### config.mk
export PLATFORM = sky130hd
export DESIGN_NAME = pulse_channel
export DESIGN_NICKNAME = d
export VERILOG_FILES = /design/src/rtl/sound_pkg.sv /design/src/rtl/sound_envelope.sv /design/src/rtl/pulse_channel.sv
export SDC_FILE = /design/constraint.sdc
export NUM_CORES = 1
export LEC_CHECK = 0
export ABC_AREA = 0
export CORE_MARGIN = 5
export CORE_UTILIZATION = 45
export DETAILED_ROUTE_END_ITERATION = 7
export PLACE_DENSITY = 0.69
export REMOVE_ABC_BUFFERS = 1
export SYNTH_ARGS = -nofsm -noshare
export SYNTH_HDL_FRONTEND = slang
export SYNTH_SLANG_ARGS = --single-unit
### constraint.sdc
create_clock -name clk -period 2.7 [get_ports clk]
set_input_delay 0.54 -clock clk [delete_from_list [all_inputs] [get_ports clk]]
set_output_delay 0.54 -clock clk [all_outputs]
set_load 0.05 [all_outputs]
### src/rtl/sound_pkg.sv
// sound_pkg -- definitions shared by the sound channels.
//   * Default register widths for the channel parameters.
//   * duty_t: the 2-bit duty-cycle selector.
//   * DUTY_TABLE: the four 8-step duty waveforms; bit n of an entry is the
//     output for duty step n.
//   * duty_bit(): looks up one waveform bit.
package sound_pkg;

  localparam int FREQ_W_DEFAULT = 11;
  localparam int LEN_W_DEFAULT  = 6;
  localparam int VOL_W_DEFAULT  = 4;
  localparam int ENV_W_DEFAULT  = 3;

  typedef logic [1:0] duty_t;

  // Written as steps 7..0 (MSB = step 7). Read from step 0 to step 7 they are:
  //   duty 0: 00000001   duty 1: 10000001   duty 2: 10000111   duty 3: 01111110
  localparam logic [3:0][7:0] DUTY_TABLE = {
    8'b0111_1110,   // duty 3
    8'b1110_0001,   // duty 2
    8'b1000_0001,   // duty 1
    8'b1000_0000    // duty 0
  };

  function automatic logic duty_bit(input duty_t duty, input logic [2:0] step);
    return DUTY_TABLE[duty][step];
  endfunction

endpackage

### src/rtl/sound_envelope.sv
// sound_envelope -- volume envelope shared by the pulse and noise channels.
// Ports:
//   clk, reset       clock and synchronous active-high reset
//   load             restart: vol <= initial_volume, timer <= period
//   tick             envelope step strobe (the caller gates it with its active state)
//   initial_volume   volume loaded on restart
//   increasing       step direction (1 = up)
//   period           ticks per volume step; 0 freezes the volume
//   vol              current volume
module sound_envelope
  import sound_pkg::*;
#(
  parameter int VOL_W = VOL_W_DEFAULT,
  parameter int ENV_W = ENV_W_DEFAULT
) (
  input  logic             clk,
  input  logic             reset,
  input  logic             load,
  input  logic             tick,
  input  logic [VOL_W-1:0] initial_volume,
  input  logic             increasing,
  input  logic [ENV_W-1:0] period,
  output logic [VOL_W-1:0] vol
);

  localparam logic [ENV_W-1:0] TIMER_ONE = {{(ENV_W-1){1'b0}}, 1'b1};
  localparam logic [VOL_W-1:0] VOL_ONE   = {{(VOL_W-1){1'b0}}, 1'b1};

  logic [ENV_W-1:0] timer_reg, timer_next;
  logic [VOL_W-1:0] vol_reg, vol_next;

  assign vol = vol_reg;

  always_comb begin
    timer_next = timer_reg;
    vol_next   = vol_reg;
    if (load) begin
      timer_next = period;
      vol_next   = initial_volume;
    end else if (tick && period != '0) begin
      // A timer at 1 (or left at 0 by an earlier period of 0) expires now.
      if (timer_reg <= TIMER_ONE) begin
        timer_next = period;
        if (increasing) begin
          if (vol_reg != '1) vol_next = vol_reg + VOL_ONE;
        end else begin
          if (vol_reg != '0) vol_next = vol_reg - VOL_ONE;
        end
      end else begin
        timer_next = timer_reg - TIMER_ONE;
      end
    end
  end

  always_ff @(posedge clk) begin
    if (reset) begin
      timer_reg <= '0;
      vol_reg   <= '0;
    end else begin
      timer_reg <= timer_next;
      vol_reg   <= vol_next;
    end
  end

endmodule

### src/rtl/pulse_channel.sv
// pulse_channel -- square-wave sound channel: duty waveform, length counter,
// volume envelope and (optionally) frequency sweep.
// Build option: define PULSE_CHANNEL_SWEEP_EN to include the frequency sweep;
// without it the sweep_* inputs are ignored and frequency_data is followed
// continuously.
// Ports:
//   clk, reset                 clock, synchronous active-high reset
//   freq_tick/len_tick/env_tick/sweep_tick   single-cycle step strobes
//   trigger                    restart the note
//   wave_duty                  duty waveform select
//   length_data, length_enable note length and its enable
//   initial_volume, envelope_increasing, envelope_period   envelope setup
//   sweep_period, sweep_decreasing, sweep_shift            sweep setup
//   frequency_data             period value (timer reload = 2^FREQ_W - value)
//   level                      registered output sample
//   active                     note is playing
module pulse_channel
  import sound_pkg::*;
#(
  parameter int FREQ_W = FREQ_W_DEFAULT,
  parameter int LEN_W  = LEN_W_DEFAULT,
  parameter int VOL_W  = VOL_W_DEFAULT,
  parameter int ENV_W  = ENV_W_DEFAULT
) (
  input  logic              clk,
  input  logic              reset,
  input  logic              freq_tick,
  input  logic              len_tick,
  input  logic              env_tick,
  input  logic              sweep_tick,
  input  logic              trigger,
  input  duty_t             wave_duty,
  input  logic [LEN_W-1:0]  length_data,
  input  logic              length_enable,
  input  logic [VOL_W-1:0]  initial_volume,
  input  logic              envelope_increasing,
  input  logic [ENV_W-1:0]  envelope_period,
  input  logic [ENV_W-1:0]  sweep_period,
  input  logic              sweep_decreasing,
  input  logic [2:0]        sweep_shift,
  input  logic [FREQ_W-1:0] frequency_data,
  output logic [VOL_W-1:0]  level,
  output logic              active
);

  // Timers count up to 2^W, so they carry one extra bit.
  localparam logic [FREQ_W:0] FREQ_SPAN = {1'b1, {FREQ_W{1'b0}}};
  localparam logic [FREQ_W:0] FREQ_ONE  = {{FREQ_W{1'b0}}, 1'b1};
  localparam logic [LEN_W:0]  LEN_SPAN  = {1'b1, {LEN_W{1'b0}}};
  localparam logic [LEN_W:0]  LEN_ONE   = {{LEN_W{1'b0}}, 1'b1};

  logic              active_reg, active_next;
  logic [VOL_W-1:0]  level_reg, level_next;
  logic [2:0]        duty_step_reg, duty_step_next;
  logic [FREQ_W:0]   freq_timer_reg, freq_timer_next;
  logic [LEN_W:0]    len_counter_reg, len_counter_next;
  logic [FREQ_W-1:0] shadow_reg, shadow_next;
  logic [VOL_W-1:0]  vol;
  logic              dac_on, load, run, len_expire, sweep_kill, trigger_kill;

  assign level  = level_reg;
  assign active = active_reg;

  // With the DAC off a trigger cannot start a note. Ticks only act on a note
  // that is already playing and are pre-empted by a trigger.
  assign dac_on = (initial_volume != '0) || envelope_increasing;
  assign load   = trigger && dac_on;
  assign run    = active_reg && !load;

  sound_envelope #(
    .VOL_W (VOL_W),
    .ENV_W (ENV_W)
  ) u_envelope (
    .clk            (clk),
    .reset          (reset),
    .load           (load),
    .tick           (env_tick && run),
    .initial_volume (initial_volume),
    .increasing     (envelope_increasing),
    .period         (envelope_period),
    .vol            (vol)
  );

  // Frequency timer and duty step.
  always_comb begin
    freq_timer_next = freq_timer_reg;
    duty_step_next  = duty_step_reg;
    if (load) begin
      freq_timer_next = FREQ_SPAN - {1'b0, frequency_data};
      duty_step_next  = '0;
    end else if (run && freq_tick) begin
      if (freq_timer_reg <= FREQ_ONE) begin
        freq_timer_next = FREQ_SPAN - {1'b0, shadow_reg};
        duty_step_next  = duty_step_reg + 3'd1;
      end else begin
        freq_timer_next = freq_timer_reg - FREQ_ONE;
      end
    end
  end

  // The length counter keeps counting even when the note is silent.
  always_comb begin
    len_counter_next = len_counter_reg;
    len_expire       = 1'b0;
    if (load) begin
      len_counter_next = LEN_SPAN - {1'b0, length_data};
    end else if (len_tick && length_enable && len_counter_reg != '0) begin
      len_counter_next = len_counter_reg - LEN_ONE;
      len_expire       = (len_counter_reg == LEN_ONE);
    end
  end

`ifdef PULSE_CHANNEL_SWEEP_EN
  localparam logic [ENV_W:0] SWEEP_ONE = {{ENV_W{1'b0}}, 1'b1};

  logic [ENV_W:0]  sweep_timer_reg, sweep_timer_next, sweep_reload;
  logic [FREQ_W:0] sweep_sum, trigger_sum;

  // One extra bit so an overflow shows up in bit FREQ_W instead of wrapping.
  function automatic logic [FREQ_W:0] sweep_calc(input logic [FREQ_W-1:0] base,
                                                  input logic [2:0] shift,
                                                  input logic decreasing);
    logic [FREQ_W:0] wide;
    logic [FREQ_W:0] delta;
    wide  = {1'b0, base};
    delta = wide >> shift;
    return decreasing ? (wide - delta) : (wide + delta);
  endfunction

  assign sweep_sum    = sweep_calc(shadow_reg, sweep_shift, sweep_decreasing);
  assign trigger_sum  = sweep_calc(frequency_data, sweep_shift, sweep_decreasing);
  assign trigger_kill = (sweep_shift != 3'd0) && trigger_sum[FREQ_W];
  // A sweep period of 0 still paces the timer, as 2^ENV_W ticks.
  assign sweep_reload = (sweep_period == '0) ? {1'b1, {ENV_W{1'b0}}} : {1'b0, sweep_period};

  always_comb begin
    sweep_timer_next = sweep_timer_reg;
    shadow_next      = shadow_reg;
    sweep_kill       = 1'b0;
    if (load) begin
      sweep_timer_next = sweep_reload;
      shadow_next      = frequency_data;
    end else if (run && sweep_tick) begin
      if (sweep_timer_reg <= SWEEP_ONE) begin
        sweep_timer_next = sweep_reload;
        if (sweep_period != '0) begin
          if (sweep_sum[FREQ_W]) sweep_kill = 1'b1;
          else if (sweep_shift != 3'd0) shadow_next = sweep_sum[FREQ_W-1:0];
        end
      end else begin
        sweep_timer_next = sweep_timer_reg - SWEEP_ONE;
      end
    end
  end

  always_ff @(posedge clk) begin
    if (reset) sweep_timer_reg <= '0;
    else       sweep_timer_reg <= sweep_timer_next;
  end
`else
  // No sweep: the shadow simply follows frequency_data.
  logic unused_sweep;
  assign unused_sweep = ^{sweep_tick, sweep_period, sweep_decreasing, sweep_shift};
  assign shadow_next  = frequency_data;
  assign trigger_kill = 1'b0;
  assign sweep_kill   = 1'b0;
`endif

  always_comb begin
    active_next = active_reg;
    if (!dac_on)                       active_next = 1'b0;
    else if (load)                     active_next = !trigger_kill;
    else if (len_expire || sweep_kill) active_next = 1'b0;
  end

  // Level is computed from the current step, so it follows a step change one clock later.
  assign level_next = (active_reg && duty_bit(wave_duty, duty_step_reg)) ? vol : '0;

  always_ff @(posedge clk) begin
    if (reset) begin
      active_reg      <= 1'b0;
      level_reg       <= '0;
      duty_step_reg   <= '0;
      freq_timer_reg  <= '0;
      len_counter_reg <= '0;
      shadow_reg      <= '0;
    end else begin
      active_reg      <= active_next;
      level_reg       <= level_next;
      duty_step_reg   <= duty_step_next;
      freq_timer_reg  <= freq_timer_next;
      len_counter_reg <= len_counter_next;
      shadow_reg      <= shadow_next;
    end
  end

endmodule

Yosys cells after proc, flatten, opt, wreduce, memory -nomap -nowiden
Index checks and enable logic that the tools add are counted.

Bits in registers: 45. Input bits: 42. Output and inout bits: 5. Word-level logic and storage cells: 73.

$add $sub $neg: 9. Magnitude comparators: 4. Equality and inequality tests: 3. Multiplexer cells: 22. Bitwise operators: 2. Reductions and logical operators: 25.

Operator list (count): two-way mux 12 bit (3); two-way mux 4 bit (6); subtractor 12 x 11 -> 12 bit (first input constant) (2); binary-select mux 8 bit (select 2 bit) (1); two-way mux 7 bit (2); less-or-equal comparator 12 x 1 -> 1 bit (second input constant) (1); subtractor 12 x 1 -> 12 bit (second input constant) (1); nonzero test 2 bit (5); two-way mux 3 bit (3); logical AND 1 bit (8); two-way mux 8 bit (1); nonzero test 4 bit (2); equality test 7 x 1 -> 1 bit (second input constant) (1); nonzero test 7 bit (1); subtractor 7 x 1 -> 7 bit (second input constant) (1); subtractor 7 x 6 -> 7 bit (first input constant) (1); nonzero test 3 bit (2); OR reduction 2 bit (3); two-way mux 1 bit (5); adder 4 x 1 -> 4 bit (second input constant) (1); less-than comparator 3 x 4 -> 1 bit (second input constant) (1); != test 4 bit (second input constant) (1); AND reduction 4 bit (1); subtractor 4 x 1 -> 4 bit (second input constant) (1); other kinds (10) (11).

Depth between registers and ports, before layout
Gate-level depths: netlist (run 1).

Depth in word-level cells: 9. Gate-level depth with buffers: 8. Depth with buffers taken out: 7.

Modules after synthesis
A second synthesis (run 1) with hierarchy kept.

Cells, all modules: 351. Area total of the unflattened synthesis: 2924.1 um2.

Modules (own cells, without submodules): pulse_channel (times used 1, cells an instance 282, area an instance 2363.5 um2, seq. area each 760.7 um2); sound_envelope (times used 1, cells an instance 69, area an instance 560.5 um2, seq. area each 140.1 um2).

Worst setup path after synthesis (run 1)
OpenSTA, ideal clock, no wires.

Path kind: flip-flop to flip-flop. Start point: register freq_timer_reg[4]. End point: register freq_timer_reg[3]. Setup time: 0.136 ns. Arrival: 2.010 ns. Required time: 2.564 ns. Slack: 0.554 ns. Stages on the path, launching flop included: 8. Buffers on the path: 2. Period minus slack after synthesis: 2.146 ns. Cells stage by stage: dfxtp_1 or4_1 buf_2 or4_4 buf_6 a211o_1 a21oi_2 o32ai_2.

Longest elaborated chain between the ends: 4.

Ends and longest elaborated chain: start, declared (line pulse_channel.sv:55) `logic [FREQ_W:0] freq_timer_reg, freq_timer_next;`; start signal, assigned (line pulse_channel.sv:191) `freq_timer_reg <= freq_timer_next;`; less-or-equal comparator 12 x 1 -> 1 bit (line pulse_channel.sv:92) `if (freq_timer_reg <= FREQ_ONE) begin`; two-way mux 12 bit (line pulse_channel.sv:92); two-way mux 12 bit (line pulse_channel.sv:91) `end else if (run && freq_tick) begin`; two-way mux 12 bit (line pulse_channel.sv:88) `if (load) begin`.

Every way passes these cells. The select of a mux whose other input is x is not followed. A chain may end at the register's enable or synchronous reset.

Worst setup path in the final report (run 1)
Start point: input port frequency_data[0]. End point: register freq_timer_reg[10].

Longest elaborated chain between the ends: 2.

Ends and longest elaborated chain: start, declared (line pulse_channel.sv:41) `input logic [FREQ_W-1:0] frequency_data,`; subtractor 12 x 11 -> 12 bit (line pulse_channel.sv:89) `freq_timer_next = FREQ_SPAN - {1'b0, frequency_data};`; two-way mux 12 bit (line pulse_channel.sv:88).

Every way passes these cells.

==> metrics.md, run 1 <==
| Metric | Value |
|---|---|
| Area post-placement | 3468 sq um |
| Grt ovf | 0 |
| Final Core Density | 0.5626 |
| Reg-to-Reg Start | freq_timer_reg[5]$_SDFFE_PP0P_ |
| Total wire length | 6882 um |
| Worst Path Buf+Inv | 2 |
| RR Endpoint | freq_timer_reg[3]$_SDFFE_PP0P_ |
| Multi-input gate area | 1913 sq um |
| Distinct cells, synth | 57 |
| WHS | 531.7 ps |
| Clk sinks | 45 |
| I/O Buffers | 38 |
| Residual DRC count | 0 |
| Clock Latency Late Sink | 300 ps |
| CP top delay family | buffers and inverters |
| Slowest stage cell, crit path | clkdlybuf4s50_1 |
| Power Total | 1.706 mW |
| Layout area overhead | 21.64% |
| Fillers | 608 |
| Seq cells post-synth | 45 |
| Peak VDD IR | 0.2439 mV |
| Storage cell area | 900.9 sq um |
| Primary FF master, synth | dfxtp_1 |
| ANT nets after route | 0 |
| TritonRoute pass-1 iters | 4 |
| Critical Setup Path Class | input pin to flip-flop |
| Clk root buf | clkbuf_8 |
| Layout cells sized above 1 | 0.09873 |
| Ranking of synthesized cells by area | dfxtp_1 (31%), ha_1 (6.0%), xor2_1 (5.7%) |
| Sequential fraction of the synthesis area | 0.3068 |
| Ys Warns | 0 |
| Post-Syn Instances | 349 |
| Initial Util | 0.4625 |
| Vias post-DR | 2624 |
| Mean post-synth cell area | 8.414 sq um |
| H-tree depth | 2 |
| Die area | 8241 sq um |
| Clock Pin Slew Worst Setup and Hold Paths | 90 ps |
| Final Cycle Share | 0.8385 |
| Top Ports | 47 |
| Min-Delay Endpoint | u_envelope.timer_reg[0]$_SDFFE_PP0P_ |
| Largest register FFs | 12 |
| PostCTS Resize Cnt | 0 |
| Max Cap Violations | 0 |
| Vias/cell | 5.559 |
| Setup bufs post-CTS | 0 |
| Largest net degree at the start of global routing | 18 |
| RD Place Congestion | 0.8439 |
| Cell Chain, Critical Path | clkdlybuf4s50_1, inv_1, ha_1, nor2b_1, nand4_1, xnor2_1, o21ai_0, a221o_1 |
| Layout net count | 452 |
| Die width | 90.78 um |
| Post-synthesis cell area | 2937 sq um |
| Commonest cells after routing, fill and taps aside | dfxtp_1 (45), clkdlybuf4s50_1 (38), nor2_1 (30) |
| Post-DR wirelength/cell | 14.58 um |
| Flop-to-flop setup slack | 470 ps |
| First-pass GRT wire length | 11600 um |
| Slew Viols, Final | 0 |
| Max_slew headroom | 0.5147 |
| CTS tree | built |
| 1st-iter DRT viols | 103 |
| RSZ-0062 raised after global routing | false |
| Top achievable clock speed | 441.7 MHz |
| Hold Path Depth | 2 |
| Chip height | 90.78 um |
| Final Hold Fails | 0 |
| Rows | 29 |
| Fin area | 3572 sq um |
| Initial antenna violation count | 0 |
| CTS max path bufs | 2 |
| Min Clock Period, post-route | 2264 ps |
| Result of the run | finished clean |
| Vias in the first global route | 2481 |
| FFs w/ async S/R, synth | 0 |
| Post-DP HPWL | 5393 um |
| Gr usage total | 0.1672 |
| Antenna cells | 0 |
| Worst slew pin tran | 721.3 ps |
| Post-synth EDFFs | 0 |
| Worst EP arrival | 2460 ps |
| Critical path data required time | 2890 ps |
| Core area | 6350 sq um |
| CP endpoint kind | flip-flop |
| Leak pwr | 1.373 nW |
| Synth area leader | dfxtp_1 |
| HP Class | flip-flop to flip-flop |
| PD cells | 477.6 nW/um^2 |
| Yosys top cell area share | 0.3068 |
| Setup_tns | 0 ps |
| Crit path max fanout | 4 |
| Final setup vio count | 0 |
| Hold path start | u_envelope.timer_reg[0]$_SDFFE_PP0P_ |
| Final setup skew | 9.484 ps |
| Critical Path Max Stage Delay | 490 ps |
| Total CTS buffers | 5 |
| Worst-case reg-to-reg path depth | 5 |
| Cts hold-fix bufs | 0 |
| Setup crit start kind | input pin |
| Commonest non-fill, non-tap cell in the layout | dfxtp_1 |
synthesized netlist by cell type (all sizes together), types with 2 or more instances:
cell type,count
nor2,31
a221oi,4
o211ai,6
or3,3
a31oi,4
or2,2
nand3,14
inv,18
and2,7
or4,8
nor3,16
o31ai,4
o31a,2
o21ai,15
a211oi,5
nor4,9
nand4,3
buf,3
nand2,28
clkbuf,9
o22ai,4
mux2i,8
a2111oi,2
xor2,19
ha,14
mux2,2
dfxtp,45
and3,2
xnor2,17
nor2b,10
nor3b,5
a21oi,16
routing by layer:
| layer | share of wire | GRT usage | vias to the layer above |
|---|---|---|---|
| li1 | - | - | 1353 |
| met1 | 0.46 | 0.2241 | 1201 |
| met2 | 0.47 | 0.2766 | 63 |
| met3 | 0.051 | 0.02833 | 7 |
| met4 | 0.012 | 0.04523 | 0 |
| met5 | 0 | 0 | - |
per-stage QoR:
| stage | setup slack (ps) | cells |
|---|---|---|
| after global placement | 175.7 | 465 |
| after detailed placement | 135.2 | 465 |
| after global routing | 300.1 | 472 |
| final | 435.9 | 472 |
| after CTS | 452.3 | 472 |
| after floorplan | 39.67 | 337 |
area by class of cell:
class | count | share of cell area
clock buffers | 5 | 0.01926
clock inverters | 2 | 0.009807
repair buffers | 51 | 0.1373
flip-flops and latches | 45 | 0.2522
inverters | 18 | 0.01891
multi-input cells | 274 | 0.5355
well taps | 77 | 0.02697
worst reg2reg max path, stage by stage (launching register included):
cell     delay (ps)
dfxtp_1         360
or4_1           660
or4_4           560
a211o_1         290
a21oi_2         150
o32ai_2          80
worst max-delay path by stage:
stage,start,end,slack [ps],depth (start not counted)
floorplan,initial_volume[2],freq_timer_reg[3]$_SDFFE_PP0P_,40,4
global placement,frequency_data[0],freq_timer_reg[10]$_SDFFE_PP0P_,180,8
detailed placement,frequency_data[0],freq_timer_reg[10]$_SDFFE_PP0P_,140,8
CTS,frequency_data[0],freq_timer_reg[10]$_SDFFE_PP0P_,450,8
global route,frequency_data[0],freq_timer_reg[10]$_SDFFE_PP0P_,300,8
finish,frequency_data[0],freq_timer_reg[10]$_SDFFE_PP0P_,440,8
power breakdown:
part           total, mW  internal, mW  switching (mW)
combinational      0.457         0.214           0.243
clock              0.494         0.269           0.224
sequential         0.756         0.706          0.0497
total               1.71          1.19           0.517
kinds of logic after synthesis:
family          after synthesis  synth area share
buf+inv                      30           0.04175
flops                        45            0.3068
mux                          10           0.03494
simple gates                141            0.2637
compound gates               72            0.1790
fa+ha+maj                    15           0.06647
xor+xnor                     36            0.1074
Power figures use the tool's default switching activity.
==> inputs of run 2 (changes only) <==
==> constraint.sdc (replaced) <==
create_clock -name clk -period 2.15 [get_ports clk]
set_input_delay 0.43 -clock clk [delete_from_list [all_inputs] [get_ports clk]]
set_output_delay 0.43 -clock clk [all_outputs]
set_load 0.05 [all_outputs]
==> metrics.md, run 2 (synthesis results as in run 1) <==
| Metric | Value |
|---|---|
| Clk sinks | 45 (unchanged) |
| Max Cap Violations | 0 (unchanged) |
| RD Place Congestion | 0.8679 (was 0.8439) |
| Layout net count | 493 (was 452) |
| Result of the run | finished clean (unchanged) |
| I/O Buffers | 38 (unchanged) |
| Peak VDD IR | 0.3123 mV (was 0.2439 mV) |
| 1st-iter DRT viols | 184 (was 103) |
| Setup crit start kind | input pin (unchanged) |
| CTS tree | built (unchanged) |
| Clk pwr share | 0.247 (was 0.289) |
| Leak pwr | 1.563 nW (was 1.373 nW) |
| Vias in the first global route | 2725 (was 2481) |
| Internal Dissipation | 1.450 mW (was 1.189 mW) |
| Core area | 6350 sq um (unchanged) |
| Total wire length | 7175 um (was 6882 um) |
| Initial antenna violation count | 0 (unchanged) |
| Top Ports | 47 (unchanged) |
| Max_slew headroom | 0.6372 (was 0.5147) |
| Layout area overhead | 32.68% (was 21.64%) |
| Comb pwr share | 0.308 (was 0.268) |
| Vias post-DR | 2765 (was 2624) |
| Die width | 90.78 um (unchanged) |
| Crit path max fanout | 4 (unchanged) |
| Initial Util | 0.4625 (unchanged) |
| Post-layout instance count excluding filler cells | 514 (was 472) |
| Worst slew pin tran | 537.4 ps (was 721.3 ps) |
| Flop pwr share | 0.445 (was 0.443) |
| Clock Pin Slew Worst Setup and Hold Paths | 90 ps (about the same) |
| Largest net degree at the start of global routing | 15 (was 18) |
| Clk root buf | clkbuf_8 (unchanged) |
| CTS max path bufs | 2 (unchanged) |
| Sw power | 0.6833 mW (was 0.5172 mW) |
| Final setup vio count | 0 (unchanged) |
| Cts hold-fix bufs | 0 (unchanged) |
| Final Hold Fails | 0 (unchanged) |
| Commonest non-fill, non-tap cell in the layout | buf_4 (was dfxtp_1) |
| Layout cells sized above 1 | 0.1968 (was 0.09873) |
| Final setup skew | 9.459 ps (was 9.484 ps) |
| Power Total | 2.133 mW (was 1.706 mW) |
| Critical path data required time | 2390 ps (was 2890 ps) |
| Critical Setup Path Class | input pin to flip-flop (unchanged) |
| Antenna cells | 0 (unchanged) |
| HP Class | flip-flop to flip-flop (unchanged) |
| M3 GR Usage | 0.02833 (unchanged) |
| Min Clock Period, post-route | 2084 ps |
| First-pass GRT wire length | 12280 um (was 11600 um) |
| Gr busiest metal | met2 (unchanged) |
| Slew Viols, Final | 0 (unchanged) |
| Worst-case reg-to-reg path depth | 6 (was 5) |
| Die area | 8241 sq um (unchanged) |
| Largest register FFs | 12 (unchanged) |
| DP Cell Count | 504 (was 465) |
| Met2 Use GR | 0.3099 (was 0.2766) |
| Top achievable clock speed | 479.8 MHz |
| Worst EP arrival | 2320 ps (was 2460 ps) |
| PD cells | 547.4 nW/um^2 (was 477.6 nW/um^2) |
| Hold Path Depth | 1 (was 2) |
| Chip height | 90.78 um (unchanged) |
| Commonest cells after routing, fill and taps aside | buf_4 (52), dfxtp_1 (44), clkdlybuf4s50_1 (38) (was dfxtp_1 (45), clkdlybuf4s50_1 (38), nor2_1 (30)) |
| Post-DR wirelength/cell | 13.96 um (was 14.58 um) |
| WHS | 538.9 ps (was 531.7 ps) |
| CP endpoint kind | flip-flop (unchanged) |
| Switching Share | 0.3204 (was 0.3032) |
| TritonRoute pass-1 iters | 4 (unchanged) |
| Residual DRC count | 0 (unchanged) |
| Total CTS buffers | 5 (unchanged) |
| Rows | 29 (unchanged) |
| M1 GR Usage | 0.2186 (was 0.2241) |
| Gr usage total | 0.1765 (was 0.1672) |
| H-tree depth | 2 (unchanged) |
| Clock Latency Late Sink | 300 ps (about the same) |
| Grt ovf | 0 (unchanged) |
| Post-layout worst setup margin | 65.99 ps (was 435.9 ps) |
| Final Cycle Share | 0.9693 |
| Vias/cell | 5.379 (was 5.559) |
| ANT nets after route | 0 (unchanged) |
| DP Worst Slack | -210.0 ps (was 135.2 ps) |
| Post-DP HPWL | 5823 um (was 5393 um) |
run 2: power groups by stage:
stage	Sequential, mW	Clock [mW]	Combinational (mW)
2_1_floorplan	0.963	0	0.363
3_3_place_gp	0.963	0	0.633
3_5_place_dp	0.967	0	0.646
4_1_cts	0.947	0.537	0.648
5_1_grt	0.959	0.569	0.728
6_report	0.950	0.526	0.657
run 2: layout make-up:
class	count	area, sq um
Clock buffer	6	72.57
Clock inverter	2	15.01
Fill cell	551	2454
Inverter	18	67.56
Multi-Input combinational cell	274	1941
Sequential cell	45	902.1
Tap cell	77	96.34
Timing Repair Buffer	92	802.0
run 2: final timing paths:
| path | from | endpoint | slack [ps] |
|---|---|---|---|
| worst max-delay path | initial_volume[0] | u_envelope.timer_reg[0]$_SDFFE_PP0P_ | 70 |
| worst min register to register | u_envelope.vol[3]$_SDFFE_PP0P_ | level[3]$_SDFF_PP0_ | 540 |
| worst max register to register | freq_timer_reg[4]$_SDFFE_PP0P_ | freq_timer_reg[10]$_SDFFE_PP0P_ | 100 |
| worst min-delay path | u_envelope.vol[3]$_SDFFE_PP0P_ | level[3]$_SDFF_PP0_ | 540 |
run 2: critical path: stages:
cell             delay [ps]
clkdlybuf4s50_1         420
or3_4                   410
o31a_1                  370
or4_1                   520
a31oi_1                 170
run 2: metal layers:
metal | share of wire | vias up
met2 | 0.49 | 47
met1 | 0.45 | 1274
li1 | - | 1435
met3 | 0.042 | 9
met4 | 0.015 | 0
met5 | 0 | -
run 2: through the flow:
step	cell area, sq um	TNS (ps)	utilization
2_1_floorplan	2882	-4045	-
3_3_place_gp	3761	-2301	0.5923
3_5_place_dp	3761	-3349	0.5923
4_1_cts	3849	0	0.6061
5_1_grt	3896	-14.20	0.6136
6_report	3896	0	0.6136
run 2: repair_timing:
item / CTS / global route
buffers inserted: 0 / 2
resized for setup: 0 / 8
endpoints found under the setup margin: 0 / 4
==> edit, RTL diff (settings of run 1) <==
The option `PULSE_CHANNEL_SWEEP_EN` is turned on by a define.
--- a/src/rtl/pulse_channel.sv
+++ b/src/rtl/pulse_channel.sv
@@ -15,4 +15,6 @@
 //   level                      registered output sample
 //   active                     note is playing
+`define PULSE_CHANNEL_SWEEP_EN
+
 module pulse_channel
   import sound_pkg::*;
Formal check against the unedited RTL: not equivalent (Yosys sat finds a counterexample within 4 cycles, from zero or initial values and one cycle with reset high).
==> edit against run 1 <==
The run now ends with setup timing left. Synthesized area increased by 82%. Sequential cell count increased by 4. Setup slack worse by 1.7 ns. Combinational power grew to 3.6 times the old value. Sequential power increased by 13%. Routed wire length rose to 2.5 times the old value. Global-route usage is 6.4 points higher. Power grew 89%. Count of clock-buffer cells in the layout is 1 higher. Cell area increased by 110%. Largest cell class unchanged.
==> edit: results (changes against run 1) <==
STA
  – Worst clock skew: 0.0121 ns (+0.00260 ns)
  – Slew headroom: 56.8% (+5.3 points)
  – Hold_ws: 0.527 ns (-0.00445 ns)
  – Final setup margin: -1.27 ns (-1.71 ns)
  – Final setup viols: 12 (+12)

Cells and area
  – Layout cells sized above 1: 27.9% (+18 points)
  – Layout filler cell count: 985 (+62%)
  – # diodes: 0 (unchanged)
  – Max reg flops: 12 (unchanged)
  – Nets: 950 (+110%)
  – Final std cells w/o fill: 1011 (+110%)

Placement
  – Post-DP HPWL: 13.2 mm (+150%)
  – GP Congestion: 0.914 (+8.3%)
  – IO Port Bufs: 46 (+21%)
  – DP Cell Count: 989 (+110%)

Route
  – DRT Wirelength: 17.3 mm (+150%)
  – Drt initial violations: 482 (+370%)
  – DRT Pass-1 Iters: 4 (unchanged)
  – Vias post-DR: 5891 (+120%)

Synthesis
  – Most frequent cells after synthesis: nor2_1, nand2_1, dfxtp_1
  – FFs w/ async S/R, synth: 0% (unchanged)
  – Mapped Cells: 705 (+100%)
  – Post-synth top area share: 18.4% (-12 points)
  – Largest cells by area after synthesis: dfxtp_1, ha_1, nor2_1
  – Synth cell types: 73 (+28%)
  – Ys Warns: 0 (unchanged)
  – Register area share after synthesis: 18.4% (-12 points)
  – Main synth FF type: dfxtp_1

GRT
  – GRT Util Overall: 23.1% (+6.4 points)
  – Number of global-route vias before repair: 5706 (+130%)
  – Pin count of the biggest net entering global routing: 35 (+17)
  – First-pass GRT wire length: 27.6 mm (+140%)
  – Initial antenna violation count: 0 (unchanged)

Clock network
  – H-tree Lvls: 2 (unchanged)
  – CTS Buf Count: 5 (unchanged)
  – Skew-Pair Late Insertion Delay: slightly below 0.3 ns
  – CTS Buffer Depth: 2 (unchanged)
  – Clk pin slew, worst setup/hold paths: 0.06 ns (-0.03 ns)
  – Root Buffer: clkbuf_16

Critical path
  – WP data arrival: 4.17 ns (+1.71 ns)
  – Worst Path Max Fanout: 7 (+3)
  – Worst R2R End: shadow_reg[7]
  – R2r setup slk: -1.22 ns (-1.69 ns)
  – Worst r2r src: shadow_reg[5]
  – Critical path startpoint: sweep_shift[0]
  – Path depth of the worst reg2reg path: 16 (+11)
  – CP Class: in -> reg

Run status
  – Failing checks: setup timing
  – Outcome: complete, but fails checks

Pwr
  – Cell leakage power: 3.18 nW (+130%)
  – Peak supply drop: 0.206 mV (-16%)

Hold path
  – Min-delay worst type: reg -> reg
  – Hold_sp: sweep_timer_reg[1]

Die
  – Initial Utilization: 46.4% (+0.16 points)
## edit: changes by cell type in the layout (fill, tap and decap cells not counted), moves of 23 or more
| cell | run 1 | this run |
|---|---|---|
| nor2_1 | 30 | 91 |
| ha_1 | 14 | 37 |
| nand2_1 | 27 | 67 |
| o21ai_0 | 14 | 38 |
| buf_4 | 12 | 140 |
## edit: worst min-delay path by stage
stage	to	depth (start not counted)
global placement	sweep_timer_reg[0]	2
finish	sweep_timer_reg[1]	2
detailed placement	sweep_timer_reg[1]	2
floorplan	sweep_timer_reg[0]	2
global route	level[3]	1
CTS	level[3]	1
## edit: kinds of logic (layout without fill, tap and decap cells)
group | after synthesis | after routing | synth area share (%)
simple gates | 252 | 253 | 22.3
compound gates | 192 | 193 | 24.8
buf+inv | 75 | 236 | 6.11
xor+xnor | 66 | 66 | 11.0
flops | 49 | 49 | 18.4
fa+ha+maj | 41 | 41 | 9.88
mux | 30 | 30 | 7.61
## edit: metal layers
layer,wire length (um),part of all wire [%],GRT usage (%),up-vias
met2,8170,47,38.8,189
met1,7870,46,31.5,2785
met5,0,0,0,-
met4,374,2.2,6.23,0
li1,-,-,-,2885
met3,855,5.0,2.61,32
## edit: stage by stage
step | setup WS [ns] | power, W | cell area, um2 | TNS [ns] | utilization, %
2_1_floorplan | -1.51 | 0.00171 | 5140 | -34.40 | -
3_3_place_gp | -1.83 | 0.00231 | 6860 | -22.41 | 59.6
3_5_place_dp | -2.00 | 0.00235 | 6860 | -24.44 | 59.6
4_1_cts | -1.31 | 0.00313 | 7280 | -15.45 | 63.2
5_1_grt | -1.38 | 0.00340 | 7460 | -16.24 | 64.8
6_report | -1.27 | 0.00322 | 7460 | -14.93 | 64.8
## edit: repair_timing
item                       CTS  global route
gates resized for setup     39            41
buffers inserted             6             5
pin swaps                   21            20
gates cloned                 3             0
setup endpoints to repair   12            16
## edit: layout make-up
type                            count  area share, %
Multi-Input combinational cell    583           58.1
Clock buffer                        6           1.73
Inverter                           33           1.66
Sequential cell                    49           13.2
Tap cell                          143           2.40
Clock inverter                      2          0.520
Timing Repair Buffer              195           22.4
## edit: worst max-delay path: stages
cell      delay (ns)
buf_12          0.11
and2b_2         0.24
a21oi_1         0.06
mux4_2          0.51
ha_4            0.18
and2_4          0.14
a31oi_4         0.18
xor2_2          0.17
ha_1            0.27
a21o_1          0.18
o32a_1          0.28
o41a_1          0.13
a221o_1         0.35
xnor2_2         0.32
buf_6           0.19
o21ai_4         0.10
o221ai_2        0.21
## edit: power by group
group,internal [W],switching [W],total (W)
registers,0.000782,0.0000684,0.000851
clock network,0.000440,0.000275,0.000715
logic,0.000802,0.000852,0.00165
total,0.00202,0.00120,0.00322
